`src/rtl/axi_lite_req_arbiter_if.sv`:
```
// Bundle of the two requester command/response ports and the single-beat
// command port of the AXI4-Lite master. "master" is the arbiter's view.
interface axi_lite_req_arbiter_if #(
   parameter int ADDR_W = 32,
   parameter int DATA_W = 32
);
   localparam int STRB_W = DATA_W / 8;

   logic              r0_valid, r0_ready, r0_write, r0_done;
   logic [ADDR_W-1:0] r0_addr;
   logic [DATA_W-1:0] r0_wdata, r0_rdata;
   logic [STRB_W-1:0] r0_wstrb;
   logic [1:0]        r0_resp;

   logic              r1_valid, r1_ready, r1_write, r1_done;
   logic [ADDR_W-1:0] r1_addr;
   logic [DATA_W-1:0] r1_wdata, r1_rdata;
   logic [STRB_W-1:0] r1_wstrb;
   logic [1:0]        r1_resp;

   logic              m_valid, m_ready, m_write, m_done, m_abort;
   logic [ADDR_W-1:0] m_addr;
   logic [DATA_W-1:0] m_wdata, m_rdata;
   logic [STRB_W-1:0] m_wstrb;
   logic [1:0]        m_resp;

   modport master (
      input  r0_valid, r0_write, r0_addr, r0_wdata, r0_wstrb,
      output r0_ready, r0_done, r0_rdata, r0_resp,
      input  r1_valid, r1_write, r1_addr, r1_wdata, r1_wstrb,
      output r1_ready, r1_done, r1_rdata, r1_resp,
      output m_valid, m_write, m_addr, m_wdata, m_wstrb, m_abort,
      input  m_ready, m_done, m_rdata, m_resp
   );

   modport slave (
      output r0_valid, r0_write, r0_addr, r0_wdata, r0_wstrb,
      input  r0_ready, r0_done, r0_rdata, r0_resp,
      output r1_valid, r1_write, r1_addr, r1_wdata, r1_wstrb,
      input  r1_ready, r1_done, r1_rdata, r1_resp,
      input  m_valid, m_write, m_addr, m_wdata, m_wstrb, m_abort,
      output m_ready, m_done, m_rdata, m_resp
   );
endinterface

```
`src/rtl/axi_lite_req_arbiter.sv`:
```
// Two-requester round-robin arbiter/sequencer for the AXI4-Lite master's
// single-beat command port, with a watchdog that aborts hung transactions.
module axi_lite_req_arbiter #(
   parameter int ADDR_W  = 32,
   parameter int DATA_W  = 32,
   parameter int TIMEOUT = 256
) (
   input  logic                  ACLK,
   input  logic                  ARESET,
   axi_lite_req_arbiter_if.master bus,
   output logic                  busy,
   output logic                  grant
);
   localparam int STRB_W = DATA_W / 8;
   localparam int CW     = (TIMEOUT > 0) ? $clog2(TIMEOUT + 1) : 1;
   localparam logic [CW-1:0] WD_LAST = CW'((TIMEOUT > 0) ? TIMEOUT - 1 : 0);
   localparam logic [CW-1:0] WD_MAX  = CW'(TIMEOUT);

   localparam logic [1:0] IDLE  = 2'd0;
   localparam logic [1:0] ISSUE = 2'd1;
   localparam logic [1:0] WAIT  = 2'd2;
   localparam logic [1:0] RESP  = 2'd3;

   logic [1:0]                   state;
   logic                         last_grant, grant_q, abort_q;
   logic                         cmd_write;
   logic [ADDR_W-1:0]            cmd_addr;
   logic [DATA_W-1:0]            cmd_wdata;
   logic [STRB_W-1:0]            cmd_wstrb;
   logic [1:0][DATA_W-1:0]       rdata_q;
   logic [1:0][1:0]              resp_q;
   logic [CW-1:0]                wd_cnt;

   logic sel, accept, hs, done_in, in_txn, expire;

   // On a tie the requester that did not win last time is chosen.
   always_comb begin
      sel          = (bus.r0_valid && bus.r1_valid) ? ~last_grant : bus.r1_valid;
      bus.r0_ready = (state == IDLE) && bus.r0_valid && !sel;
      bus.r1_ready = (state == IDLE) && bus.r1_valid && sel;
      accept       = bus.r0_ready || bus.r1_ready;
      hs           = (state == ISSUE) && bus.m_ready;
      done_in      = (state == WAIT) && bus.m_done;
      in_txn       = (state == ISSUE) || (state == WAIT);
      // >= rather than == so a handshake landing on the last count cannot
      // push the saturated counter past the expiry point forever.
      expire       = (TIMEOUT > 0) && in_txn && (wd_cnt >= WD_LAST) && !hs && !done_in;
   end

   always_ff @(posedge ACLK) begin
      if (ARESET) begin
         state      <= IDLE;
         last_grant <= 1'b1;
         grant_q    <= 1'b0;
         abort_q    <= 1'b0;
         cmd_write  <= 1'b0;
         cmd_addr   <= '0;
         cmd_wdata  <= '0;
         cmd_wstrb  <= '0;
         rdata_q    <= '0;
         resp_q     <= '0;
         wd_cnt     <= '0;
      end else begin
         abort_q <= 1'b0;
         if (in_txn && wd_cnt != WD_MAX)
            wd_cnt <= wd_cnt + 1'b1;
         case (state)
            IDLE: if (accept) begin
               state     <= ISSUE;
               grant_q   <= sel;
               wd_cnt    <= '0;
               cmd_write <= sel ? bus.r1_write : bus.r0_write;
               cmd_addr  <= sel ? bus.r1_addr  : bus.r0_addr;
               cmd_wdata <= sel ? bus.r1_wdata : bus.r0_wdata;
               cmd_wstrb <= sel ? bus.r1_wstrb : bus.r0_wstrb;
            end
            ISSUE: if (hs) begin
               state <= WAIT;
            end else if (expire) begin
               state            <= RESP;
               abort_q          <= 1'b1;
               rdata_q[grant_q] <= '0;
               resp_q[grant_q]  <= 2'b10;
            end
            WAIT: if (done_in) begin
               state            <= RESP;
               resp_q[grant_q]  <= bus.m_resp;
               rdata_q[grant_q] <= cmd_write ? '0 : bus.m_rdata;
            end else if (expire) begin
               state            <= RESP;
               abort_q          <= 1'b1;
               rdata_q[grant_q] <= '0;
               resp_q[grant_q]  <= 2'b10;
            end
            default: begin
               last_grant <= grant_q;
               state      <= IDLE;
            end
         endcase
      end
   end

   always_comb begin
      busy         = (state != IDLE);
      grant        = grant_q;
      bus.m_valid  = (state == ISSUE);
      bus.m_write  = cmd_write;
      bus.m_addr   = cmd_addr;
      bus.m_wdata  = cmd_wdata;
      bus.m_wstrb  = cmd_wstrb;
      bus.m_abort  = abort_q;
      bus.r0_done  = (state == RESP) && !grant_q;
      bus.r1_done  = (state == RESP) && grant_q;
      bus.r0_rdata = rdata_q[0];
      bus.r1_rdata = rdata_q[1];
      bus.r0_resp  = resp_q[0];
      bus.r1_resp  = resp_q[1];
   end
endmodule

```
`src/flat_wrapper.sv`:
```
// flat-port wrapper written by rule: the top's interface ports become plain ports
module axi_lite_req_arbiter_flat 
#(
   parameter int ADDR_W  = 32,
   parameter int DATA_W  = 32,
   parameter int TIMEOUT = 256
)
  (ACLK, ARESET, busy, grant, bus_r0_valid, bus_r0_write, bus_r0_addr, bus_r0_wdata, bus_r0_wstrb, bus_r0_ready, bus_r0_done, bus_r0_rdata, bus_r0_resp, bus_r1_valid, bus_r1_write, bus_r1_addr, bus_r1_wdata, bus_r1_wstrb, bus_r1_ready, bus_r1_done, bus_r1_rdata, bus_r1_resp, bus_m_valid, bus_m_write, bus_m_addr, bus_m_wdata, bus_m_wstrb, bus_m_abort, bus_m_ready, bus_m_done, bus_m_rdata, bus_m_resp);
  axi_lite_req_arbiter_if #(.ADDR_W(ADDR_W), .DATA_W(DATA_W)) bus_i ();
  input  logic ACLK;
  input  logic ARESET;
  output logic busy;
  output logic grant;
  input wire logic [$bits(bus_i.r0_valid)-1:0] bus_r0_valid;
  input wire logic [$bits(bus_i.r0_write)-1:0] bus_r0_write;
  input wire logic [$bits(bus_i.r0_addr)-1:0] bus_r0_addr;
  input wire logic [$bits(bus_i.r0_wdata)-1:0] bus_r0_wdata;
  input wire logic [$bits(bus_i.r0_wstrb)-1:0] bus_r0_wstrb;
  output wire logic [$bits(bus_i.r0_ready)-1:0] bus_r0_ready;
  output wire logic [$bits(bus_i.r0_done)-1:0] bus_r0_done;
  output wire logic [$bits(bus_i.r0_rdata)-1:0] bus_r0_rdata;
  output wire logic [$bits(bus_i.r0_resp)-1:0] bus_r0_resp;
  input wire logic [$bits(bus_i.r1_valid)-1:0] bus_r1_valid;
  input wire logic [$bits(bus_i.r1_write)-1:0] bus_r1_write;
  input wire logic [$bits(bus_i.r1_addr)-1:0] bus_r1_addr;
  input wire logic [$bits(bus_i.r1_wdata)-1:0] bus_r1_wdata;
  input wire logic [$bits(bus_i.r1_wstrb)-1:0] bus_r1_wstrb;
  output wire logic [$bits(bus_i.r1_ready)-1:0] bus_r1_ready;
  output wire logic [$bits(bus_i.r1_done)-1:0] bus_r1_done;
  output wire logic [$bits(bus_i.r1_rdata)-1:0] bus_r1_rdata;
  output wire logic [$bits(bus_i.r1_resp)-1:0] bus_r1_resp;
  output wire logic [$bits(bus_i.m_valid)-1:0] bus_m_valid;
  output wire logic [$bits(bus_i.m_write)-1:0] bus_m_write;
  output wire logic [$bits(bus_i.m_addr)-1:0] bus_m_addr;
  output wire logic [$bits(bus_i.m_wdata)-1:0] bus_m_wdata;
  output wire logic [$bits(bus_i.m_wstrb)-1:0] bus_m_wstrb;
  output wire logic [$bits(bus_i.m_abort)-1:0] bus_m_abort;
  input wire logic [$bits(bus_i.m_ready)-1:0] bus_m_ready;
  input wire logic [$bits(bus_i.m_done)-1:0] bus_m_done;
  input wire logic [$bits(bus_i.m_rdata)-1:0] bus_m_rdata;
  input wire logic [$bits(bus_i.m_resp)-1:0] bus_m_resp;
  assign bus_i.r0_valid = bus_r0_valid;
  assign bus_i.r0_write = bus_r0_write;
  assign bus_i.r0_addr = bus_r0_addr;
  assign bus_i.r0_wdata = bus_r0_wdata;
  assign bus_i.r0_wstrb = bus_r0_wstrb;
  assign bus_r0_ready = bus_i.r0_ready;
  assign bus_r0_done = bus_i.r0_done;
  assign bus_r0_rdata = bus_i.r0_rdata;
  assign bus_r0_resp = bus_i.r0_resp;
  assign bus_i.r1_valid = bus_r1_valid;
  assign bus_i.r1_write = bus_r1_write;
  assign bus_i.r1_addr = bus_r1_addr;
  assign bus_i.r1_wdata = bus_r1_wdata;
  assign bus_i.r1_wstrb = bus_r1_wstrb;
  assign bus_r1_ready = bus_i.r1_ready;
  assign bus_r1_done = bus_i.r1_done;
  assign bus_r1_rdata = bus_i.r1_rdata;
  assign bus_r1_resp = bus_i.r1_resp;
  assign bus_m_valid = bus_i.m_valid;
  assign bus_m_write = bus_i.m_write;
  assign bus_m_addr = bus_i.m_addr;
  assign bus_m_wdata = bus_i.m_wdata;
  assign bus_m_wstrb = bus_i.m_wstrb;
  assign bus_m_abort = bus_i.m_abort;
  assign bus_i.m_ready = bus_m_ready;
  assign bus_i.m_done = bus_m_done;
  assign bus_i.m_rdata = bus_m_rdata;
  assign bus_i.m_resp = bus_m_resp;
  axi_lite_req_arbiter #(.ADDR_W(ADDR_W), .DATA_W(DATA_W), .TIMEOUT(TIMEOUT)) u_core (.ACLK(ACLK), .ARESET(ARESET), .bus(bus_i), .busy(busy), .grant(grant));
endmodule
```
`config.mk`:
```
export PLATFORM = sky130hd
export DESIGN_NAME = axi_lite_req_arbiter_flat
export DESIGN_NICKNAME = d
export VERILOG_FILES = /design/src/rtl/axi_lite_req_arbiter_if.sv /design/src/rtl/axi_lite_req_arbiter.sv /design/src/flat_wrapper.sv
export SDC_FILE = /design/constraint.sdc
export NUM_CORES = 1
export LEC_CHECK = 0
export BUFFER_PORTS_ARGS = -buffer_cell sky130_fd_sc_hd__buf_2
export CAP_MARGIN = 20
export CORE_AREA = 2 2 126 128
export DETAILED_ROUTE_END_ITERATION = 10
export DIE_AREA = 0 0 128 130
export PLACE_DENSITY = 0.71
export SYNTH_ARGS = -nofsm -noshare
export SYNTH_HDL_FRONTEND = slang
export SYNTH_SLANG_ARGS = --single-unit
```
`constraint.sdc`:
```
create_clock -name ACLK -period 2.6 [get_ports ACLK]
set_input_delay 0.39 -clock ACLK [delete_from_list [all_inputs] [get_ports ACLK]]
set_output_delay 0.39 -clock ACLK [all_outputs]
set_load 0.005 [all_outputs]
```
# Word-level counts from Yosys, hierarchy flattened
# Index checks and enable logic that the tools add are counted.
# op_classes
n_addsub	1
n_lt_le_gt_ge	3
eq_ne	6
muxes	32
n_bitwise	6
reduce_logical	26
# ops
operator	count
two-way mux 64 bit	3
two-way mux 32 bit	4
one-hot mux 64 bit (2 select lines)	1
AND 64 bit	1
bitwise mux 64 bit	1
inverter 64 bit	1
demux 32 bit (select 1 bit)	1
two-way mux 9 bit	3
two-way mux 4 bit	4
logical AND 1 bit	14
two-way mux 2 bit	5
adder 9 x 1 -> 9 bit, second input constant	1
>= comparator 9 x 8 -> 1 bit, second input constant	1
!= test 9 bit, second input constant	1
one-hot mux 4 bit (2 select lines)	1
one-hot mux 2 bit (3 select lines)	1
two-way mux 1 bit	5
bitwise mux 4 bit	1
equality test 2 bit, second input constant	2
zero test 1 bit	4
AND reduction 2 bit	2
nonzero test 2 bit	2
OR reduction 3 bit	1
AND 2 bit	1
other kinds (12)	13
# word_totals
register_bits	151
input_bits	178
out_inout_bits	145
elab_cells	87

# Depth between registers and ports, before layout
# depth
depth_word	9
depth_mapped	9
ltp_nobuf	8

# Worst setup path after synthesis
# OpenSTA, ideal clock, no wires.
# synth_path
path_type	reg-to-reg
from	reg u_core.state[1]
to	reg u_core.rdata_q, in the netlist u_core.bus.r0_rdata[18]
setup_time_ns	0.117
arrival_time_ns	1.801
required_ns	2.483
slack_ns	0.682
path_stages_with_launch	8
path_buffers	1
synth_period_minus_slack_ns	1.918
path_cell_list	dfxtp_1 > inv_1 > ha_1 > a21bo_2 > nor4_1 > a211oi_2 > buf_2 > a32o_1
# synth_between
elab_chain_len	8
word_cells_on_any_way	17
classes_between	eq/ne: 3; mux: 4; reduce/logical: 10
# synth_lines
item	line	rtl
from (decl)	axi_lite_req_arbiter.sv:24	logic [1:0] state;
from (signal assigned)	axi_lite_req_arbiter.sv:52	state <= IDLE;
from (signal assigned)	axi_lite_req_arbiter.sv:69	state <= ISSUE;
from (signal assigned)	axi_lite_req_arbiter.sv:78	state <= WAIT;
equality test 2 x 1 -> 1 bit / equality test 2 bit (equally long branches)	n/a	
logical OR 1 bit / logical AND 1 bit (equally long branches)	axi_lite_req_arbiter.sv:44, axi_lite_req_arbiter.sv:42	
logical AND 1 bit / zero test 1 bit (equally long branches)	axi_lite_req_arbiter.sv:47	expire = (TIMEOUT > 0) && in_txn && (wd_cnt >= WD_LAST) && !hs && !done_in;
logical AND 1 bit (2 in a row)	axi_lite_req_arbiter.sv:47	
two-way mux 64 bit	n/a	
two-way mux 64 bit, on equally long branches	n/a	
one-hot mux 64 bit (2 select lines)	axi_lite_req_arbiter.sv:67	case (state)
to (signal, indexed assignment)	axi_lite_req_arbiter.sv:88	rdata_q[grant_q] <= cmd_write ? '0 : bus.m_rdata;
to (decl)	axi_lite_req_arbiter.sv:30	logic [1:0][DATA_W-1:0] rdata_q;
# Parallel ways exist; a longest one is shown, timed or not. The select of a mux whose other input is x is not followed.
# A chain may end at the register's enable or synchronous reset.

# Worst setup path after layout
# layout_path
from	reg u_core.state[1]
to	reg u_core.rdata_q, in the netlist u_core.bus.r0_rdata[15]
# The elaborated chain is that of the path after synthesis.

==> results.md <==
- DP HPWL: 13000 um
- Ys flop type: dfxtp_1
- CTS root buffer: clkbuf_16
- Total gr overflow: 0
- Worst hold stages: 2
- R2r endpoint: u_core.bus.r0_rdata[15]
- Worst EP arrival: ~2600 ps
- Die width: around 130 um
- Post_cts resized: 0
- Post-synth EDFFs: 0
- Synth unique cells: a little over 40
- Critical Path End Type: register
- I/O pin total: around 320
- Vias in the first global route: a little over 5000
- Worst setup path startpoint: u_core.state[1]
- Via density: between 5 and 6
- Nets@finish: ~1100
- Worst r2r src: u_core.state[1]
- CTS sink cnt: 151
- Max-cap check violation count: 0
- Startpoint types: register
- Synth area leader: dfxtp_1
- Syn Nets: approximately 760
- Clock transition at the registers of the reported paths: about 60 ps
- Cells on worst reg2reg path: 7
- GR Util All Layers: 0.201
- Clock Skew: 7.43 ps
- Synthesized flop and latch total: roughly 150
- Crit Path Class: reg2reg
- Largest net degree at the start of global routing: 70
- RePlAce Congestion: 0.778
- ANT nets after route: 0
- Max Slew Vio Count: 0
- P&R area growth vs syn: 41.7%
- Final setup fails: 0
- Hold Vio Cnt, Final: 0
- Hold-fix buffers, CTS: 0
- Area of the core: 15400 sq um
- Max-slew headroom: 0.575
- Post-Synthesis Cells: 571
- PwrDens: 704 nW/um^2
- CP max FO: 33
- Period utilization: 0.860
- Status: finished, final reports clean
- Drt drc: 0
- CTS tree: done
- Maximum buffer depth of the clock tree: 2
- FF-to-FF setup slack: approximately 360 ps
- Seq/Total Area, Yosys: 0.518
- Area contributors post-synth: dfxtp_1 (52%), mux2i_1 (12%), a32o_1 (11%)
- Post-route setup TNS: 0 ps
- CTS Buf Count: 17
- Hold WC Path Type: in2reg
- Max Freq: 447 MHz
- First-pass GRT wire length: roughly 26000 um
- Leak Pwr: roughly 3.8 nW
- Routed len/inst: 16.2 um
- Initial drt markers: approximately 230
- IO Port Bufs: approximately 320
- Row count: 46
- Dpl ws: 383 ps
- RSZ-0062 raised after global routing: no
- Setup crit end: u_core.bus.r0_rdata[15]
- Peak supply drop: between 0.3 and 0.4 mV
- Clock insertion delay at the later pin of the skew report: 420 ps
- Share of the synthesized area in the top cell type: 0.518
- Final worst slack: between 300 and 400 ps
- Share of cells above drive strength 1: 0.423
- Final WL: between 15000 and 20000 um
- Via Count: 5526
- Setup Buffers After CTS: 0
- Ys async rst share: 0
- DRT Pass-1 Iters: 4
- Worst Max-Slew Pin Slew: 637 ps
- Die area: around 17000 sq um
- Initial Utilization: 0.378
- Req. time, crit path: approximately 2900 ps
- Post-Syn Area: about 5800 sq um
- Die Height: about 130 um
- Initial antenna violation count: 4
- YS warnings: 0
- WHS: between 200 and 250 ps
- CTS HTree Levels: 4
- Total power draw: ~5.8 mW
- Final Critical Period: about 2200 ps
- Mean Syn Cell Area: 10.2 sq um
## power breakdown
group	internal (mW)	switching, mW
Combinational	0.411	0.478
Sequential	2.49	0.0925
Clock	1.33	1.02
Total	4.22	1.59
## cell families after synthesis
family	after synthesis	synth area share
adder cells (fa/ha/maj)	7	0.0150
AO/OA/AOI/OAI	161	0.210
AND/OR/NAND/NOR	118	0.0900
XOR/XNOR	4	0.00600
multiplexers	70	0.120
buffers and inverters	60	0.0416
flip-flops	151	0.518
## layer usage
layer / global-route usage / wire, um / vias to the layer above
met5: 0 / 13 / -
met4: 0.0756 / 219 / 2
met3: 0.0738 / 1560 / 19
met2: 0.335 / 8580 / 243
met1: 0.239 / 7230 / 2530
li1: - / - / 2732
## critical path, stage by stage, from the launching register on
cell and delay, ps:
dfxtp_1 400, inv_1 100, ha_1 230, and2_1 290
nor4_1 530, a211oi_4 130, buf_12 190, a32o_1 220
## state kept, by name, indices dropped and copies added, names as in the netlist, 2 cells and up
| signal | cells |
|---|---|
| u_core.bus.m_wdata | 32 |
| u_core.bus.r0_rdata | 32 |
| u_core.bus.r0_resp | 2 |
| u_core.wd_cnt | 9 |
| u_core.bus.r1_rdata | 32 |
| u_core.state | 2 |
| u_core.bus.m_addr | 32 |
| u_core.bus.m_wstrb | 4 |
| u_core.bus.r1_resp | 2 |
## worst min-delay path by stage
stage                                          to                 start
after detailed placement     u_core.bus.m_addr[4]  u_core.bus.m_addr[4]
final                     u_core.bus.r1_rdata[29]       bus_m_rdata[29]
after global placement       u_core.bus.m_addr[1]  u_core.bus.m_addr[1]
after floorplan                 u_core.last_grant     u_core.last_grant
after CTS                 u_core.bus.r1_rdata[21]       bus_m_rdata[21]
after global routing      u_core.bus.r0_rdata[20]       bus_m_rdata[20]
## synthesized netlist by cell type, drive strengths merged (3+ instances only)
master,count
mux2i,70
nand2,75
ha,7
a211oi,4
buf,14
nand3,3
xor2,3
dfxtp,151
nand4,5
a21oi,5
o41ai,3
a32o,64
inv,13
nor3,4
a311oi,3
o21ai,73
nor2,15
clkbuf,33
## cell type report
cell class	count	area [sq um]
inverters	13	48.8
well taps	192	240
multi-input cells	360	2620
fillers	1440	7150
clock buffers	19	433
flip-flops and latches	151	3020
clock inverters	13	124
diodes	3	7.51
repair buffers	335	1770
## metrics by stage
| stage | instances | cell area [sq um] | util |
|---|---|---|---|
| global route | 1085 | 8270 | 0.536 |
| detailed placement | 1051 | 7710 | 0.500 |
| global placement | 1051 | 7710 | 0.500 |
| floorplan | 571 | 5840 | - |
| CTS | 1083 | 8260 | 0.536 |
| finish | 1086 | 8270 | 0.536 |
## placed cells by master (no fill, tap or decap), types with 3 or more instances in the layout
| cell type | count |
|---|---|
| clkbuf_16 | 17 |
| xor2_1 | 3 |
| a32o_1 | 64 |
| diode_2 | 3 |
| nand3_1 | 3 |
| nand2_1 | 75 |
| o21ai_0 | 71 |
| a311oi_1 | 3 |
| clkinvlp_4 | 3 |
| nor2_1 | 15 |
| dfxtp_1 | 151 |
| clkinv_4 | 4 |
| buf_2 | 322 |
| a21oi_1 | 5 |
| nand4_1 | 5 |
| buf_12 | 5 |
| buf_4 | 8 |
| inv_6 | 3 |
| mux2i_1 | 70 |
| inv_1 | 13 |
| ha_1 | 7 |
Note: power is estimated with default switching activity, not from simulation.
